## src/rtl/mem_lsu_initiator_pkg.sv

```systemverilog
// Shared encodings for the LSU initiator: access sizes, completion error codes, FSM states.
package mem_lsu_initiator_pkg;

  localparam logic [1:0] SZ_B   = 2'd0;
  localparam logic [1:0] SZ_H   = 2'd1;
  localparam logic [1:0] SZ_W   = 2'd2;
  localparam logic [1:0] SZ_ILL = 2'd3;

  localparam logic [1:0] ERR_NONE     = 2'd0;
  localparam logic [1:0] ERR_MISALIGN = 2'd1;
  localparam logic [1:0] ERR_TIMEOUT  = 2'd2;
  localparam logic [1:0] ERR_ILLEGAL  = 2'd3;

  typedef enum logic [1:0] {ST_IDLE, ST_REQ, ST_WAIT, ST_ERR} state_t;

  function automatic logic misaligned(input logic [1:0] size, input logic [1:0] off);
    return ((size == SZ_H) && off[0]) || ((size == SZ_W) && (off != 2'b00));
  endfunction

endpackage

```

## src/rtl/mem_lsu_initiator_lane_align.sv

```systemverilog
// Byte-lane steering: store mask/replicated data, and load shift plus sign/zero extension.
module lsu_lane_align
  import mem_lsu_initiator_pkg::*;
(
  input  logic [1:0]  wr_off,
  input  logic [1:0]  wr_size,
  input  logic [31:0] wdata,
  output logic [3:0]  wmask,
  output logic [31:0] wdata_rep,
  input  logic [1:0]  rd_off,
  input  logic [1:0]  rd_size,
  input  logic        rd_unsigned,
  input  logic [31:0] rdata,
  output logic [31:0] rdata_ext
);

  logic [31:0] shifted;

  always_comb begin
    wmask     = 4'hF;
    wdata_rep = wdata;
    case (wr_size)
      SZ_B: begin
        wmask     = 4'b0001 << wr_off;
        wdata_rep = {4{wdata[7:0]}};
      end
      SZ_H: begin
        wmask     = 4'b0011 << wr_off;
        wdata_rep = {2{wdata[15:0]}};
      end
      default: ;
    endcase
  end

  always_comb begin
    shifted   = rdata >> {rd_off, 3'b000};
    rdata_ext = shifted;
    case (rd_size)
      SZ_B: rdata_ext = rd_unsigned ? {24'b0, shifted[7:0]} : {{24{shifted[7]}}, shifted[7:0]};
      SZ_H: rdata_ext = rd_unsigned ? {16'b0, shifted[15:0]} : {{16{shifted[15]}}, shifted[15:0]};
      default: ;
    endcase
  end

endmodule

```

## src/rtl/mem_lsu_initiator.sv

```systemverilog
// One-at-a-time load/store initiator for a word memory port with alignment checks and a
// bounded wait for read responses; completion is reported as a one-cycle done pulse.
module mem_lsu_initiator
  import mem_lsu_initiator_pkg::*;
#(
  parameter int CPU_WIDTH      = 32,
  parameter int ADDR_BITS      = 32,
  parameter int WORD_ADDR_BITS = ADDR_BITS - $clog2(CPU_WIDTH / 8),
  parameter int RESP_TIMEOUT   = 16
) (
  input  logic                      clk,
  input  logic                      reset,
  input  logic                      op_valid,
  output logic                      op_ready,
  input  logic [ADDR_BITS-1:0]      op_addr,
  input  logic [CPU_WIDTH-1:0]      op_wdata,
  input  logic                      op_store,
  input  logic [1:0]                op_size,
  input  logic                      op_unsigned,
  output logic                      mem_req_valid,
  input  logic                      mem_req_ready,
  output logic [WORD_ADDR_BITS-1:0] mem_req_addr,
  output logic [CPU_WIDTH-1:0]      mem_req_data,
  output logic [3:0]                mem_req_write,
  input  logic                      mem_resp_valid,
  input  logic [CPU_WIDTH-1:0]      mem_resp_data,
  output logic                      done_valid,
  output logic [CPU_WIDTH-1:0]      done_rdata,
  output logic [1:0]                done_err
);

  localparam int CNT_W = (RESP_TIMEOUT > 2) ? $clog2(RESP_TIMEOUT) : 1;

  state_t           state;
  logic [CNT_W-1:0] cnt;
  logic [1:0]       off_q;
  logic [1:0]       size_q;
  logic             uns_q;
  logic             store_q;
  logic [3:0]       wmask;
  logic [31:0]      wdata_rep;
  logic [31:0]      rdata_ext;

  lsu_lane_align u_align (
    .wr_off      (op_addr[1:0]),
    .wr_size     (op_size),
    .wdata       (op_wdata),
    .wmask       (wmask),
    .wdata_rep   (wdata_rep),
    .rd_off      (off_q),
    .rd_size     (size_q),
    .rd_unsigned (uns_q),
    .rdata       (mem_resp_data),
    .rdata_ext   (rdata_ext)
  );

  // Gated by reset so every output reads 0 while reset is held.
  assign op_ready = reset && (state == ST_IDLE);

  always_ff @(posedge clk or negedge reset) begin
    if (!reset) begin
      state         <= ST_IDLE;
      cnt           <= '0;
      off_q         <= '0;
      size_q        <= '0;
      uns_q         <= 1'b0;
      store_q       <= 1'b0;
      mem_req_valid <= 1'b0;
      mem_req_addr  <= '0;
      mem_req_data  <= '0;
      mem_req_write <= '0;
      done_valid    <= 1'b0;
      done_rdata    <= '0;
      done_err      <= ERR_NONE;
    end else begin
      done_valid <= 1'b0;
      case (state)
        ST_IDLE: begin
          if (op_valid) begin
            off_q   <= op_addr[1:0];
            size_q  <= op_size;
            uns_q   <= op_unsigned;
            store_q <= op_store;
            if (op_size == SZ_ILL || misaligned(op_size, op_addr[1:0])) begin
              // Error completion is reported straight away; ERR only spends the pulse cycle.
              state      <= ST_ERR;
              done_valid <= 1'b1;
              done_rdata <= '0;
              done_err   <= (op_size == SZ_ILL) ? ERR_ILLEGAL : ERR_MISALIGN;
            end else begin
              state         <= ST_REQ;
              mem_req_valid <= 1'b1;
              mem_req_addr  <= op_addr[ADDR_BITS-1 -: WORD_ADDR_BITS];
              mem_req_data  <= op_store ? wdata_rep : '0;
              mem_req_write <= op_store ? wmask : 4'b0000;
            end
          end
        end
        ST_REQ: begin
          if (mem_req_ready) begin
            mem_req_valid <= 1'b0;
            if (store_q) begin
              state      <= ST_IDLE;
              done_valid <= 1'b1;
              done_rdata <= '0;
              done_err   <= ERR_NONE;
            end else begin
              state <= ST_WAIT;
              cnt   <= '0;
            end
          end
        end
        ST_WAIT: begin
          cnt <= cnt + 1'b1;
          if (mem_resp_valid) begin
            state      <= ST_IDLE;
            done_valid <= 1'b1;
            done_rdata <= rdata_ext;
            done_err   <= ERR_NONE;
          end else if ((RESP_TIMEOUT != 0) && (cnt == CNT_W'(RESP_TIMEOUT - 1))) begin
            state      <= ST_IDLE;
            done_valid <= 1'b1;
            done_rdata <= '0;
            done_err   <= ERR_TIMEOUT;
          end
        end
        ST_ERR:  state <= ST_IDLE;
        default: state <= ST_IDLE;
      endcase
    end
  end

endmodule

```

## config.mk

```make
export PLATFORM = sky130hd
export DESIGN_NAME = mem_lsu_initiator
export DESIGN_NICKNAME = d
export VERILOG_FILES = /design/src/rtl/mem_lsu_initiator_pkg.sv /design/src/rtl/mem_lsu_initiator_lane_align.sv /design/src/rtl/mem_lsu_initiator.sv
export SDC_FILE = /design/constraint.sdc
export NUM_CORES = 1
export LEC_CHECK = 0
export ABC_AREA = 1
export ABC_CLOCK_PERIOD_IN_PS = 4150
export CAP_MARGIN = 20
export CORE_ASPECT_RATIO = 0.8
export CORE_UTILIZATION = 49
export CTS_CLUSTER_SIZE = 24
export DETAILED_ROUTE_END_ITERATION = 12
export PLACE_DENSITY = 0.95
export RECOVER_POWER = 25
export SLEW_MARGIN = 40
export SYNTH_ARGS = -nofsm -noshare
export SYNTH_HDL_FRONTEND = slang
export SYNTH_SLANG_ARGS = --single-unit
```

## constraint.sdc

```tcl
create_clock -name clk -period 4.15 [get_ports clk]
set_input_delay 0.83 -clock clk [delete_from_list [all_inputs] [get_ports clk]]
set_output_delay 0.83 -clock clk [all_outputs]
set_load 0.01 [all_outputs]
```

==> flow_metrics.py <==
metrics = {
    "clocking": {
        "clkLatencyLatePin_ps": 400,
        "cts_setup_buffers": 0,
        "cts-root-buf": "clkbuf_16",
        "ctsResizeCount": 0,
        "cts_tree": "built",
        "clockBufferDepth": 2,
        "h-tree-depth": 4,
        "cts_buffers": 17,
        "cts.clk_slew.worst_paths_ps": 50,
        "clkSinkCount": 114,
        "ctsHoldBuffers": 0,
    },
    "final_layout": {
        "fin_nets": 1087,
        "syn_to_final_growth_pct": 44.7,
        "drive_gt1_frac": 0.0506,
        "final_common_cell": "nand2_1",
        "stdcell_count": 1136,
        "layout_common_cells": "nand2_1, clkdlybuf4s50_1, dfrtp_1, nand3_1, nor2_1",
        "antenna_cells": 0,
    },
    "detailed_routing": {
        "post_drt_wl_per_cell_um": 14.9,
        "postRouteWirelength_um": 16900,
        "ant_nets": 0,
        "via_per_inst": 5.28,
        "dr_total_vias": 6001,
        "drtIter0Drc": 439,
        "drtPass1Iterations": 5,
        "drcViolationCount": 0,
    },
    "status": {
        "violations": "max-capacitance violations, max-slew violations",
        "status": "finished with violations",
    },
    "global_routing": {
        "overflow": 0,
        "use_met1": 0.381,
        "antenna_found_initial": 0,
        "grt_pass1_vias": 5660,
        "met3_usage": 0.0533,
        "grt_util_met2": 0.443,
        "grt_util_all_layers": 0.279,
        "grt_pass1_wl_um": 27600,
        "grt_busiest_layer": "met2",
        "grt_start_max_net_pins": 88,
    },
    "setup_path": {
        "arrival_ps": 3390,
        "cp-start-kind": "input port",
        "critPathCaptureType": "flip-flop",
        "crit_required_ps": 4430,
        "crit_type": "in2reg",
        "crit_fanout": 54,
    },
    "yosys": {
        "synth_area_per_cell_um2": 7.42,
        "ys_top_cells_by_area": "dfrtp_1, nand2_1, nand3_1",
        "syn_nets": 901,
        "synth-seq-cells": 114,
        "synth_warnings": 0,
        "syn-cell-area_mm2": 0.00586,
        "syn_inst": 790,
        "synth_top_area_frac": 0.486,
        "synth.largest_area_cell": "dfrtp_1",
        "yosysSeqAreaShare": 0.486,
        "yosysUniqueCellTypes": 30,
    },
    "sta": {
        "maxSlewHeadroom": -0.400,
        "fin_skew_ps": 9.57,
        "fin_crit_ps": 3110,
        "hold_violations": 0,
        "max_freq_ghz": 0.322,
        "setup-violations-final": 0,
        "maxSlewViolCount": 88,
        "fin_crit_sh": 0.749,
        "rsz0062_at_grt": "no",
        "tightest_slew_ps": 2100,
        "fin_tns_setup_ps": 0,
    },
    "power": {
        "p_seq_frac": 0.312,
        "power_per_cell_area_mw_per_mm2": 729,
        "p_int_mw": 3.91,
        "power.leakage_nw": 4.22,
        "p_sw_frac": 0.368,
        "p_comb_frac": 0.427,
        "p_switching_mw": 2.28,
        "irDropWorstVdd_uv": 469,
        "p_clk_frac": 0.260,
    },
    "place": {
        "gp_congestion": 0.890,
        "dpl.hpwl_um": 11800,
        "port_buffers": 207,
        "dp_cells": 1105,
    },
    "die": {
        "fp.dieW_um": 124,
        "core_area_mm2": 0.0116,
        "io_pins": 208,
        "start_util": 0.505,
        "rows": 35,
        "fp.dieArea_mm2": 0.0124,
        "dieHeight_um": 99.9,
    },
    "run": {
        "drv_cap": 1,
    },
    "min_path": {
        "hold_path_class": "in2async",
    },
}
==> power by group through the flow <==
stage / clock [mW] / combinational, mW / sequential (mW)
after floorplan: 0 / 1.37 / 2.01
after global placement: 0 / 2.56 / 1.92
after detailed placement: 0 / 2.63 / 1.92
after CTS: 1.63 / 2.65 / 1.92
after global routing: 1.69 / 2.91 / 1.99
final: 1.61 / 2.64 / 1.93
==> state kept, by name, summed over array words and instances (netlist names) <==
name / cells
done_rdata: 32
mem_req_data: 32
mem_req_addr: 30
cnt: 4
mem_req_write: 4
done_err: 2
off_q: 2
size_q: 2
state: 2
done_valid: 1
mem_req_valid: 1
store_q: 1
uns_q: 1
==> metrics by stage <==
| stage | worst slack, ps | hold slack, ps | area, µm² | utilization | total power [mW] |
|---|---|---|---|---|---|
| finish | 1040 | 343 | 8490 | 0.731 | 6.19 |
| detailed placement | 704 | 458 | 7850 | 0.676 | 4.56 |
| global route | 807 | 358 | 8490 | 0.731 | 6.58 |
| CTS | 1100 | 349 | 8490 | 0.732 | 6.20 |
| global placement | 821 | 457 | 7840 | 0.676 | 4.48 |
| floorplan | 2320 | 453 | 5860 | - | 3.37 |
==> Yosys cell counts <==
cell type,instances
o22ai_1,8
clkinv_2,1
o211ai_1,1
nor2_1,47
a21oi_1,30
o21ai_1,2
nand3_2,1
o21ai_0,28
clkbuf_1,13
xnor2_1,1
buf_6,13
buf_4,10
ha_1,6
inv_1,20
or2_2,1
nor3_1,4
nand2_2,2
nand2_1,387
nand3_4,1
o31ai_1,2
xor2_1,1
nor2_4,2
inv_2,4
buf_1,2
nor2_2,2
buf_2,6
nand3_1,79
mux2_2,1
nand4_1,1
dfrtp_1,114
==> kinds of logic (layout without fill, tap and decap cells) <==
group                      after synthesis  in the layout  synth area share
buffers and inverters                   69            267            0.0687
DFF                                    114            114             0.486
and+or+nand+nor                        527            527             0.364
xor gates and xnor gates                 2              2           0.00299
AOI/OAI and AO/OA                       71             71            0.0636
muxes                                    1              1           0.00192
adders and majority gates                6              6            0.0128
==> layer usage <==
layer,wire length (µm),vias to the layer above
met4,480,0
met2,7870,292
li1,-,2879
met1,7330,2792
met3,1260,38
met5,0,-
==> layout make-up <==
class | instances | area, µm²
inverter | 25 | 95.1
clock inverter | 11 | 210
fill | 836 | 3120
tap | 148 | 185
sequential | 114 | 2850
clock buffer | 20 | 437
multi-input combinational | 607 | 2610
timing repair buffer | 211 | 2100
==> worst max-delay path, stage by stage <==
cell and delay (ps):
clkdlybuf4s50_1 730, o21ai_1 150, nand2_1 200, nor2_4 70, nand2_2 330, clkinv_2 690, nand2_1 280, nand2_1 70
==> worst paths after layout <==
check                         startpoint          endpoint  slack, ps  cells past startpoint
setup reg to reg                state[1]  mem_req_addr[27]       1630                      8
setup / recovery              op_size[1]  mem_req_addr[27]       1040                      8
hold reg to reg            done_rdata[1]     done_rdata[1]        470                      2
min in group clk           done_rdata[1]     done_rdata[1]        470                      2
max in group asynchronous          reset    done_rdata[28]       1430                      2
hold / removal                     reset        done_valid        340                      1
No activity file was read; power rests on OpenSTA's default activity.
